### src/rtl/local_flit_injector.sv
// Packet-to-flit sequencer for one router local input port: turns a packet
// request into head, body and tail flits, writing only while the buffer has room.
module local_flit_injector #(
  parameter int LINK_WIDTHS  = 8,
  parameter int MESH_ROWS    = 4,
  parameter int MESH_COLUMNS = 4,
  parameter int LEN_W        = 3,
  parameter int CNT_W        = 16
) (
  input  logic                   clk,
  input  logic                   rst,
  input  logic                   req_valid,
  output logic                   req_ready,
  input  logic [2:0]             req_dest_row,
  input  logic [2:0]             req_dest_col,
  input  logic [LEN_W-1:0]       req_len,
  input  logic                   local_full,
  output logic [LINK_WIDTHS-1:0] out_flit,
  output logic                   out_wr_en,
  output logic                   req_drop,
  output logic [CNT_W-1:0]       pkt_sent,
  output logic [CNT_W-1:0]       flit_sent
);

  typedef enum logic [1:0] {IDLE, HEAD, BODY, TAIL} state_t;

  localparam logic [1:0] TYPE_HEAD = 2'b00;
  localparam logic [1:0] TYPE_BODY = 2'b01;
  localparam logic [1:0] TYPE_TAIL = 2'b10;
  localparam logic [3:0] ROWS_L    = 4'(MESH_ROWS);
  localparam logic [3:0] COLS_L    = 4'(MESH_COLUMNS);

  state_t                   state, state_next;
  logic [LEN_W-1:0]         body_cnt;
  logic [5:0]               seq, seq_next, seq_inc;
  logic [LINK_WIDTHS-1:0]   flit_next;
  logic                     accept, dest_ok;

  // Handshake: a request transfers on a cycle where req_valid && req_ready;
  // the requester must hold req_valid and its fields stable until then.
  always_comb begin
    state_next = state;
    flit_next  = out_flit;
    seq_next   = seq;
    seq_inc    = seq + 6'd1;
    req_ready  = (state == IDLE) && rst;
    accept     = req_valid && req_ready;
    dest_ok    = ({1'b0, req_dest_row} < ROWS_L) && ({1'b0, req_dest_col} < COLS_L);
    out_wr_en  = (state != IDLE) && !local_full;
    case (state)
      IDLE: begin
        if (accept && dest_ok) begin
          state_next = HEAD;
          flit_next  = {req_dest_row, req_dest_col, TYPE_HEAD};
        end
      end
      HEAD: begin
        // The head write loads the first payload flit, which reuses the current seq.
        if (out_wr_en) begin
          if (body_cnt == '0) begin
            state_next = TAIL;
            flit_next  = {seq, TYPE_TAIL};
          end else begin
            state_next = BODY;
            flit_next  = {seq, TYPE_BODY};
          end
        end
      end
      BODY: begin
        if (out_wr_en) begin
          seq_next = seq_inc;
          if (body_cnt == LEN_W'(1)) begin
            state_next = TAIL;
            flit_next  = {seq_inc, TYPE_TAIL};
          end else begin
            flit_next  = {seq_inc, TYPE_BODY};
          end
        end
      end
      TAIL: begin
        if (out_wr_en) begin
          seq_next   = seq_inc;
          state_next = IDLE;
          flit_next  = '0;
        end
      end
      default: state_next = IDLE;
    endcase
  end

  always_ff @(posedge clk) begin
    if (!rst) begin
      state     <= IDLE;
      out_flit  <= '0;
      seq       <= '0;
      body_cnt  <= '0;
      req_drop  <= 1'b0;
      pkt_sent  <= '0;
      flit_sent <= '0;
    end else begin
      state    <= state_next;
      out_flit <= flit_next;
      seq      <= seq_next;
      req_drop <= accept && !dest_ok;
      if (accept && dest_ok)
        body_cnt <= req_len;
      else if (state == BODY && out_wr_en)
        body_cnt <= body_cnt - LEN_W'(1);
      if (out_wr_en)
        flit_sent <= flit_sent + CNT_W'(1);
      if (state == TAIL && out_wr_en)
        pkt_sent <= pkt_sent + CNT_W'(1);
    end
  end

endmodule

### config.mk
export PLATFORM = sky130hd
export DESIGN_NAME = local_flit_injector
export DESIGN_NICKNAME = d
export VERILOG_FILES = /design/src/rtl/local_flit_injector.sv
export SDC_FILE = /design/constraint.sdc
export NUM_CORES = 1
export LEC_CHECK = 0
export ABC_AREA = 1
export BUFFER_PORTS_ARGS = -buffer_cell sky130_fd_sc_hd__buf_2
export CORE_UTILIZATION = 59
export CTS_CLUSTER_DIAMETER = 150
export DETAILED_ROUTE_END_ITERATION = 8
export PLACE_DENSITY_LB_ADDON = 0.3
export RECOVER_POWER = 50
export SKIP_LAST_GASP = 1
export SLEW_MARGIN = 10
export SYNTH_ARGS = -nofsm -noshare
export SYNTH_HDL_FRONTEND = slang
export SYNTH_SLANG_ARGS = --single-unit
### constraint.sdc
create_clock -name clk -period 2.6 [get_ports clk]
set_input_delay 0.26 -clock clk [delete_from_list [all_inputs] [get_ports clk]]
set_output_delay 0.26 -clock clk [all_outputs]
set_load 0.02 [all_outputs]
Word level (Yosys, flattened, before mapping) --
Cells that the tools add are included. Widths: inputs -> output; s select.
Storage, ports and cells: bits in registers 52, bits in latches 0, memory bits (writable) 0, ROM bits 0, input bits 13, output and inout port bits 43, logic and storage cells 56, memories 0
Cells by class: add/sub/neg operators 4, multipliers 0, div/mod/pow operators 0, order comparisons 2, eq/ne operators 9, shift operators 0, muxes and demuxes 16, bitwise operators 0, reductions and logical operators 18
Operator list (count):
- $add 16x1->16 const B | 2
- $mux 8 | 4
- $pmux 8 s4 | 1
- $mux 2 | 7
- $logic_and 1x1->1 | 8
- $ne 2x2->1 const B | 4
- $pmux 2 s4 | 1
- $add 6x1->6 const B | 1
- $lt 3x3->1 const B | 2
- $mux 3 | 2
- $reduce_and 5->1 | 1
- $eq 2x2->1 const B | 2
- $reduce_and 4->1 | 1
- $reduce_bool 2->1 | 2
- $eq 3x1->1 const B | 1
- $logic_not 3->1 | 1
- $sub 3x1->3 const B | 1
- $eq 2x1->1 const B | 1
- $logic_not 1->1 | 2
- $logic_not 2->1 | 1
- $ne 2x1->1 const B | 1
- $reduce_and 2->1 | 1
- $reduce_or 2->1 | 1
- $mux 1 | 1

Depth between registers and ports, before layout --
Gate-level depths: netlist (run 1).
depth after elaboration 6, gate-level depth with buffers 12, gate-level depth less buffers 11

Least setup slack after synthesis (run 1) --
OpenSTA, ideal clock, no wires.
kind register to register, start point register state[0], end point register pkt_sent[8], setup time 116 ps, arrival time 1678 ps, required time 2484 ps, slack 806 ps, cell stages (with the launch flop) 11, cell sequence dfxtp_1 > inv_1 > ha_1 > nor2_4 > nand2_2 > inv_2 > nand3_2 > nor2_2 > nand2_1 > o21ai_0 > nor2_1
Between the ends: cells in the longest elaborated chain, start to end 3, elaborated cells between the ends (all ways) 4, those cells by class 1 x eq/ne; 3 x reduce/logical
RTL lines:
- start: declaration | RTL line 33 | state_t state, state_next;
- start signal: assignment | RTL line 101 | state <= state_next;
- $reduce_bool 2->1 | RTL line 49 | out_wr_en = (state != IDLE) && !local_full;
- $logic_and 1x1->1 | RTL line 49
- via out_wr_en | RTL line 19 | output logic out_wr_en,
- $logic_and 1x1->1 | RTL line 111 | if (state == TAIL && out_wr_en)
- end signal: assignment | RTL line 112 | pkt_sent <= pkt_sent + CNT_W'(1);
- end: declaration | RTL line 21 | output logic [CNT_W-1:0] pkt_sent,
The timed path passes the listed nets, and every way through them passes these cells. A chain may end at the register's enable or synchronous reset.

Worst setup path after layout (run 1) --
start point register state[0], end point register pkt_sent[8]
Between the ends: cells in the longest elaborated chain, start to end 3, elaborated cells between the ends (all ways) 4, those cells by class 1 x eq/ne; 3 x reduce/logical
RTL lines (RTL line):
- $reduce_bool 2->1 | 49
- $logic_and 1x1->1 | 49
- $logic_and 1x1->1 (*) | 111
Every way passes the cells marked *; elsewhere a longest branch is shown, timed or not.

==> metrics.yaml, run 1 <==
cells_and_area:
  finalNetCount: 520
  drive_above_1_share_pct: 7.430
  diodes: 0
  final_area_um2: 3231
  fillers: 437
  syn2layout_area_growth_pct: 12.16
power_and_ir_drop:
  pwr_density_cell_nw_per_um2: 617.0
  power_leakage_nw: 1.259
  vdd.ir_drop.worst_mv: 0.4568
global_routing:
  gr-total-overflow: 0
  grt_antenna_before_repair: 0
  grt_usage_pct: 25.62
  grt_pass1_vias: 2568
  grt_pass1_wl_um: 10650
  grt_max_degree: 30
placed_design:
  placed_area_um2: 3191
  place_ws_ps: 403.8
  hpwl_um: 4756
  placement.io_buffers: 55
  place_congestion: 0.8424
worst_setup_path:
  critical-path-slowest-cell: "ha_1"
  crit_path_start_kind: "flip-flop"
  critical-path-top-delay-family: "simple AND/OR/NAND/NOR gates"
  path_buf_inv: 2
  r2r_end: "pkt_sent[8]"
  reg2reg_from: "state[0]"
  critPathArrivalTime_ps: 2470
  end_kind: "flip-flop"
  crit_path_cell_trace: "inv_1 -> ha_1 -> nor2_4 -> nand2_2 -> inv_2 -> nand3_2 -> nor2_2 -> nand2_1 -> o21ai_0 -> nor2_1"
  reg2regPathDepth: 10
  ff2ff_setup_slack_ps: 340
  cpPeakStageDelay_ps: 410
  worst-path-max-fanout: 14
  required_ps: 2810
  path_class: "reg2reg"
synth:
  syn_inst: 445
  synth_fp_nets: 468
  synth_cell_types: 27
  syn_area_um2: 2880
  synth.avg_cell_area_um2: 6.472
  seq_area_frac_synth_pct: 36.14
  ys_ff_latch: 52
  ys_warn_count: 0
clocking:
  cts_sinks: 52
  post_cts_resized: 0
  cts.clk_slew.worst_paths_ps: 90
  clock_latency_ps: 300
  cts_max_path_buffers: 2
  postCtsHoldBufs: 0
  cts_made_buffers: 5
  cts_setup_buffers: 0
  h-tree-depth: 2
  cts_tree: "yes"
  cts-root-buf: "clkbuf_8"
detailed_routing:
  viasPerCell: 5.202
  postRouteAntennaNets: 0
  remaining_drc_errors: 0
  vias: 2939
  drt-total-wl_um: 6488
  wl_per_cell_um: 11.48
  first_pass_iters: 7
  first_iter_violations: 265
min_path:
  hold_depth: 3
  hp-start: "req_valid"
  hold_path_class: "in2reg"
  min_to: "req_drop"
sta:
  drv_slew: 0
  period_share_pct: 86.89
  fmax_mhz: 442.6
  period_needed_ps: 2259
  tightest_slew_ps: 783.6
  hold_violations: 0
  setup_viol: 0
  slew_headroom_pct: 47.70
  rsz0062_at_grt: "false"
  fin_skew_ps: 5.430
  worst_slack_ps: 340.8
  finalSetupTns_ps: 0
floorplan:
  die_y_um: 71.87
  pin_count: 56
  die_area_um2: 5165
  initial_utilization_pct: 60.98
  coreArea_um2: 4723
  die_x_um: 71.87
  rows: 25
outcome:
  status: "finished, final reports clean"
job:
  cap_violations: 0
## synthesized netlist by cell type (all sizes together)
library cell  instances  area, um^2
a22o                  1       8.760
a31oi                 2       12.51
nand4                10       62.56
a21oi                36       180.2
o21ai                30       150.1
nor2                 68       280.3
xor2                  2       17.52
dfxtp                52        1041
nand2               125       481.7
nand3                26       145.1
inv                  57       214.0
nor3                  9       55.05
o211ai                2       15.01
clkbuf                8       30.03
buf                   3       26.27
nor3b                 1       12.51
ha                   10       125.1
a211oi                2       15.01
o21bai                1       7.510
## sequential cells by signal, indices dropped and copies added, names as in the netlist
signal and cells:
seq 6, pkt_sent 16, body_cnt 3, state 2, out_flit 8, req_drop 1, flit_sent 16
## worst max path at each step
stage	start	end	slack [ps]	depth (start not counted)
after detailed placement	state[0]	pkt_sent[8]	400	10
after global placement	state[0]	pkt_sent[8]	500	10
final	state[0]	pkt_sent[8]	340	10
after CTS	state[0]	pkt_sent[8]	370	10
after floorplan	state[0]	pkt_sent[8]	810	10
after global routing	state[0]	pkt_sent[8]	120	10
## tightest hold or removal path, cell delays in order
cell	delay, ps
buf_2	90
inv_1	60
nor3_1	50
## cell type report
type / count / area, um^2 / area share (%)
Inverter: 57 / 214.0 / 6.623
Timing Repair Buffer: 56 / 231.5 / 7.165
Clock inverter: 1 / 7.507 / 0.2324
Tap cell: 67 / 83.83 / 2.595
Sequential cell: 52 / 1041 / 32.22
Multi-Input combinational cell: 325 / 1567 / 48.49
Clock buffer: 7 / 86.33 / 2.672
## through the flow
stage	power [mW]	hold slack, ps	utilization [%]	instances
after floorplan	1.398	403.1	-	445
after global placement	1.513	453.8	67.55	557
after detailed placement	1.535	469.3	67.55	557
after CTS	2.017	194.1	69.54	565
after global routing	2.113	206.1	68.40	565
final	1.993	202.4	68.40	565
## power by group
group,total [mW],internal (mW),leakage (nW),switching (mW)
sequential,0.912,0.863,0.421,0.0497
clock,0.484,0.217,0.0445,0.267
combinational,0.597,0.177,0.794,0.421
total,1.99,1.26,1.26,0.737
## layout by cell type, fill, tap and decap left out
master,count
nand2_1,123
nor2_1,62
inv_1,56
dfxtp_1,52
clkbuf_1,42
a21oi_1,36
o21ai_0,30
nand3_1,23
buf_2,14
nand4_1,10
ha_1,10
nor3_1,7
clkbuf_8,6
nor2_2,4
nand3_2,3
nor2_4,2
o211ai_1,2
nor3_2,2
a31oi_1,2
a211oi_1,2
xor2_1,2
a22o_1,1
nand2_2,1
nand2_4,1
inv_2,1
o21bai_1,1
nor3b_2,1
clkinvlp_4,1
buf_4,1
## cells by family after synthesis
group / Yosys count / share of synthesized area, %
compound gates: 74 / 13.51
fa+ha+maj: 10 / 4.344
simple gates: 239 / 36.01
xor+xnor: 2 / 0.6083
flops: 52 / 36.14
buf+inv: 68 / 9.383
## per-layer routing
layer	track usage, %	routed length (um)	vias to the layer above
li1	-	-	1529
met1	31.29	2972	1303
met2	45.60	3093	94
met3	4.360	310	13
met4	8.497	111	0
met5	0	0	-
Note: power is estimated with default switching activity, not from simulation.
==> run 2, diff against run 1 <==
HOLD_SLACK_MARGIN = 0.12   (was not set)
MAX_ROUTING_LAYER = met4   (was not set)
SLEW_MARGIN = 40   (was 10)
==> run 2 against run 1 <==
Critical path depth did not move. Worst hold slack about the same. Via count shrank 0.24%. Worst setup slack improved by 16 ps. Sequential cell count stayed put. Final cell count stayed put. Core utilization did not move. Sequential power about the same. Register-to-register slack improved by 20 ps. Total power is essentially flat. Die area unchanged. First-iteration DRC count shrank 1.5%. Critical endpoint unchanged.
==> metrics.yaml, run 2 (synthesized netlist as in run 1, its figures left out) <==
cells_and_area:
  syn2layout_area_growth_pct: 12.16
  layout_common_cells: "123 x nand2_1, 62 x nor2_1, 56 x inv_1, 52 x dfxtp_1, 42 x clkbuf_1"
  fin_util_pct: 68.40
  largestRegisters: "flit_sent: 16 flops, pkt_sent: 16 flops, out_flit: 8 flops"
  finalNetCount: 520
  final_cells: 565
  diodes: 0
  drive_above_1_share_pct: 7.430
  fillers: 437
  multi_input_area_um2: 1567
  regArea_um2: 1041
  layout_commonest_cell: "nand2_1"
sta:
  slew_headroom_pct: 49.14
  period_needed_ps: 2243
  setup_viol: 0
  rsz0062_at_grt: "false"
  tightest_slew_ps: 762.1
  finalSetupTns_ps: 0
  fmax_mhz: 445.8
  period_share_pct: 86.28
  hold_violations: 0
  fin_skew_ps: 4.665
  drv_slew: 0
  worst_slack_ps: 356.6
worst_setup_path:
  worst-path-max-fanout: 14
  crit_path_cell_trace: "inv_1 -> ha_1 -> nor2_4 -> nand2_2 -> inv_2 -> nand3_2 -> nor2_2 -> nand2_1 -> o21ai_0 -> nor2_1"
  cpPeakStageDelay_ps: 410
  end_kind: "flip-flop"
  required_ps: 2810
  startpoint: "state[0]"
  reg2reg_from: "state[0]"
  critPathArrivalTime_ps: 2450
  path_class: "reg2reg"
  critical-path-slowest-cell: "ha_1"
  crit_path_start_kind: "flip-flop"
min_path:
  hold_path_class: "in2reg"
  hp-start: "req_valid"
placed_design:
  place_congestion: 0.8555
  hpwl_um: 4756
  place_ws_ps: 403.8
  placement.io_buffers: 55
  dp.cells: 557
outcome:
  status: "finished, final reports clean"
clocking:
  post_cts_resized: 0
  cts_tree: "yes"
  cts_sinks: 52
  cts-root-buf: "clkbuf_8"
  cts.clk_slew.worst_paths_ps: 90
  clock_latency_ps: 300
  cts_made_buffers: 5
  h-tree-depth: 2
  cts_max_path_buffers: 2
  postCtsHoldBufs: 0
  cts_setup_buffers: 0
global_routing:
  grt_max_degree: 30
  grt_usage_pct: 26.43
  grt_pass1_vias: 2568
  gr-total-overflow: 0
  grt_antenna_before_repair: 0
  grt_pass1_wl_um: 10660
job:
  cap_violations: 0
power_and_ir_drop:
  power_leakage_nw: 1.259
  pwr_density_cell_nw_per_um2: 616.9
  finalPower_mw: 1.993
  vdd.ir_drop.worst_mv: 0.4571
detailed_routing:
  first_iter_violations: 261
  postRouteAntennaNets: 0
  remaining_drc_errors: 0
  vias: 2932
  first_pass_iters: 5
  wl_per_cell_um: 11.45
  drt-total-wl_um: 6467
  viasPerCell: 5.189
floorplan:
  rows: 25
  coreArea_um2: 4723
  die_y_um: 71.87
  die_x_um: 71.87
  pin_count: 56
  die_area_um2: 5165
  initial_utilization_pct: 60.98
-- run 2: cell counts in the layout (fill, tap and decap cells not counted) --
Identical to the previous run, type by type.
-- run 2: report_power, final --
| group | switching [mW] | total (mW) | leakage (nW) | internal, mW |
|---|---|---|---|---|
| Sequential | 0.0500 | 0.912 | 0.421 | 0.863 |
| Combinational | 0.420 | 0.596 | 0.794 | 0.177 |
| Clock | 0.267 | 0.484 | 0.0445 | 0.217 |
| Total | 0.737 | 1.99 | 1.26 | 1.26 |
-- run 2: stage by stage --
stage / cell area [um^2] / hold slack, ps
after floorplan: 2880 / 403.1
after global placement: 3191 / 453.8
after detailed placement: 3191 / 469.3
after CTS: 3284 / 194.1
after global routing: 3231 / 206.1
final: 3231 / 202.3
-- run 2: area by class of cell --
cell class                 instances  area share, %
multi-input combinational        325          48.49
sequential                        52          32.22
timing repair buffer              56          7.165
inverter                          57          6.623
clock buffer                       7          2.672
tap                               67          2.595
clock inverter                     1         0.2324
-- run 2: path summary, 6_finish.rpt --
path / to / slack [ps] / depth (start not counted)
setup / recovery: pkt_sent[8] / 360 / 10
hold / removal: req_drop / 200 / 3
setup reg to reg: pkt_sent[8] / 360 / 10
hold reg to reg: out_flit[1] / 490 / 2
-- run 2: worst max-delay path, delay by kind of cell (launching register included) --
family | cells | cell delay (ps)
DFF | 1 | 390
buffers and inverters | 2 | 300
AOI/OAI and AO/OA | 1 | 150
adders and majority gates | 1 | 410
and+or+nand+nor | 6 | 910
-- run 2: per-layer routing --
metal / track usage (%) / share of wire (%) / wire length [um] / vias to the layer above
met3: 4.360 / 5.2 / 336 / 9
met2: 45.60 / 48 / 3114 / 99
met4: 8.497 / 1.3 / 85 / 0
met5: - / 0 / 0 / -
li1: - / - / - / 1531
met1: 31.38 / 45 / 2931 / 1293
==> run 3, diff against run 2 <==
CORE_MARGIN = 2   (was not set)
MAX_ROUTING_LAYER = not set   (was met4)
==> run 3 against run 2 <==
Via count is 0.65% higher. Clock power is 1% higher. Fmax is 0.15% lower. Final cell count stayed put. First-iteration DRC count is 11% lower. Global-route usage is 2.7 points lower. Critical path depth stayed put. Count of clock-buffer cells in the layout is 1 lower. Final area hardly changed. Critical path type unchanged. Largest power group unchanged.
==> metrics.yaml, run 3 (synthesized netlist as in run 1, its figures left out) <==
sta:
  drv_slew: 0
  fin_skew_ps: 5.864
  period_share_pct: 86.41
  hold_violations: 0
  period_needed_ps: 2247
  fmax_mhz: 445.1
  slew_headroom_pct: 47.78
  tightest_slew_ps: 782.4
  setup_viol: 0
  rsz0062_at_grt: "false"
  finalSetupTns_ps: 0
placed_design:
  placed_area_um2: 3191
  placement.io_buffers: 55
  hpwl_um: 4758
  place_congestion: 0.8276
floorplan:
  die_area_um2: 5457
  rows: 25
  coreArea_um2: 4723
  die_x_um: 73.87
  die_y_um: 73.87
  initial_utilization_pct: 60.98
  pin_count: 56
clocking:
  cts-root-buf: "clkbuf_8"
  cts.clk_slew.worst_paths_ps: 100
  cts_max_path_buffers: 2
  h-tree-depth: 2
  cts_setup_buffers: 0
  cts_tree: "yes"
  post_cts_resized: 0
  cts_made_buffers: 5
  postCtsHoldBufs: 0
  clock_latency_ps: 300
  cts_sinks: 52
worst_setup_path:
  reg2regPathDepth: 10
  path_class: "reg2reg"
  critPathArrivalTime_ps: 2450
  reg2reg_from: "state[0]"
  required_ps: 2800
  worst-path-max-fanout: 14
  startpoint: "state[0]"
  end_kind: "flip-flop"
  ff2ff_setup_slack_ps: 350
  critPathCapture: "pkt_sent[8]"
  crit_path_start_kind: "flip-flop"
  r2r_end: "pkt_sent[8]"
global_routing:
  met1_usage_pct: 31.05
  grt_pass1_wl_um: 10360
  grt_antenna_before_repair: 0
  top_usage_layer: "met2"
  gr-total-overflow: 0
  grt_max_degree: 30
  grt.met3_usage_pct: 4.527
  grt_usage_pct: 23.75
  grt_pass1_vias: 2466
  grt_use_met2_pct: 39.88
power_and_ir_drop:
  vdd.ir_drop.worst_mv: 0.4667
  p_clk_share_pct: 24.6
  netSwitchingPower_uw: 738.4
  power_leakage_nw: 1.266
  pwr-share-seq_pct: 45.7
  intPower_mw: 1.258
  netSwitchingFraction_pct: 36.99
  pwr_density_cell_nw_per_um2: 617.4
  combPwrFrac_pct: 29.8
detailed_routing:
  first_iter_violations: 231
  viasPerCell: 5.223
  postRouteAntennaNets: 0
  drt-total-wl_um: 6390
  vias: 2951
  wl_per_cell_um: 11.31
  first_pass_iters: 5
  remaining_drc_errors: 0
cells_and_area:
  diodes: 0
  finalNetCount: 520
  drive_above_1_share_pct: 7.631
  layout_common_cells: "123 x nand2_1, 62 x nor2_1, 56 x inv_1, 52 x dfxtp_1, 41 x clkbuf_1"
  layout_commonest_cell: "nand2_1"
  final_area_um2: 3233
  largestRegisters: "flit_sent: 16 flops, pkt_sent: 16 flops, out_flit: 8 flops"
  syn2layout_area_growth_pct: 12.25
min_path:
  hold_path_class: "in2reg"
  hold_depth: 3
outcome:
  status: "finished, final reports clean"
job:
  cap_violations: 0
-- run 3: per-layer routing --
metal  vias to the layer above  wire length, um
li1                       1531                -
met1                      1324             3014
met2                        88             2986
met3                         8              313
met4                         0               75
met5                         -                0
-- run 3: worst min-delay path by stage --
stage                       end  slack [ps]        start
floorplan              req_drop         400    req_valid
global placement    out_flit[1]         450  out_flit[1]
detailed placement  out_flit[1]         460  out_flit[1]
CTS                    req_drop         190    req_valid
global route           req_drop         200    req_valid
finish                 req_drop         200    req_valid
-- run 3: power by group through the flow --
stage	clock network (mW)	logic, mW	registers, mW
after floorplan	0	0.421	0.978
after global placement	0	0.589	0.926
after detailed placement	0	0.605	0.928
after CTS	0.507	0.606	0.911
after global routing	0.542	0.665	0.921
final	0.490	0.594	0.912
-- run 3: through the flow --
stage	utilization, %	power [mW]	instances	setup WS (ps)	hold WS [ps]
5_1_grt	68.45	2.128	565	114.1	201.0
3_5_place_dp	67.55	1.533	557	376.5	463.4
2_1_floorplan	-	1.398	445	806.2	403.1
6_report	68.45	1.996	565	353.3	197.1
4_1_cts	69.59	2.024	565	345.2	192.1
3_3_place_gp	67.55	1.515	557	501.3	454.5
-- run 3: cell type report --
class / instances / area (um^2)
clock buffers: 6 / 82.58
clock inverters: 2 / 13.76
fillers: 436 / 1490
inverters: 57 / 214.0
multi-input cells: 325 / 1567
flip-flops and latches: 52 / 1041
well taps: 67 / 83.83
repair buffers: 56 / 231.5
-- run 3: worst max-delay path: stages, from the launching register on --
cell,delay (ps)
dfxtp_1,390
inv_1,110
ha_1,400
nor2_4,300
nand2_2,220
inv_2,180
nand3_2,110
nor2_2,130
nand2_1,80
o21ai_0,160
nor2_1,50
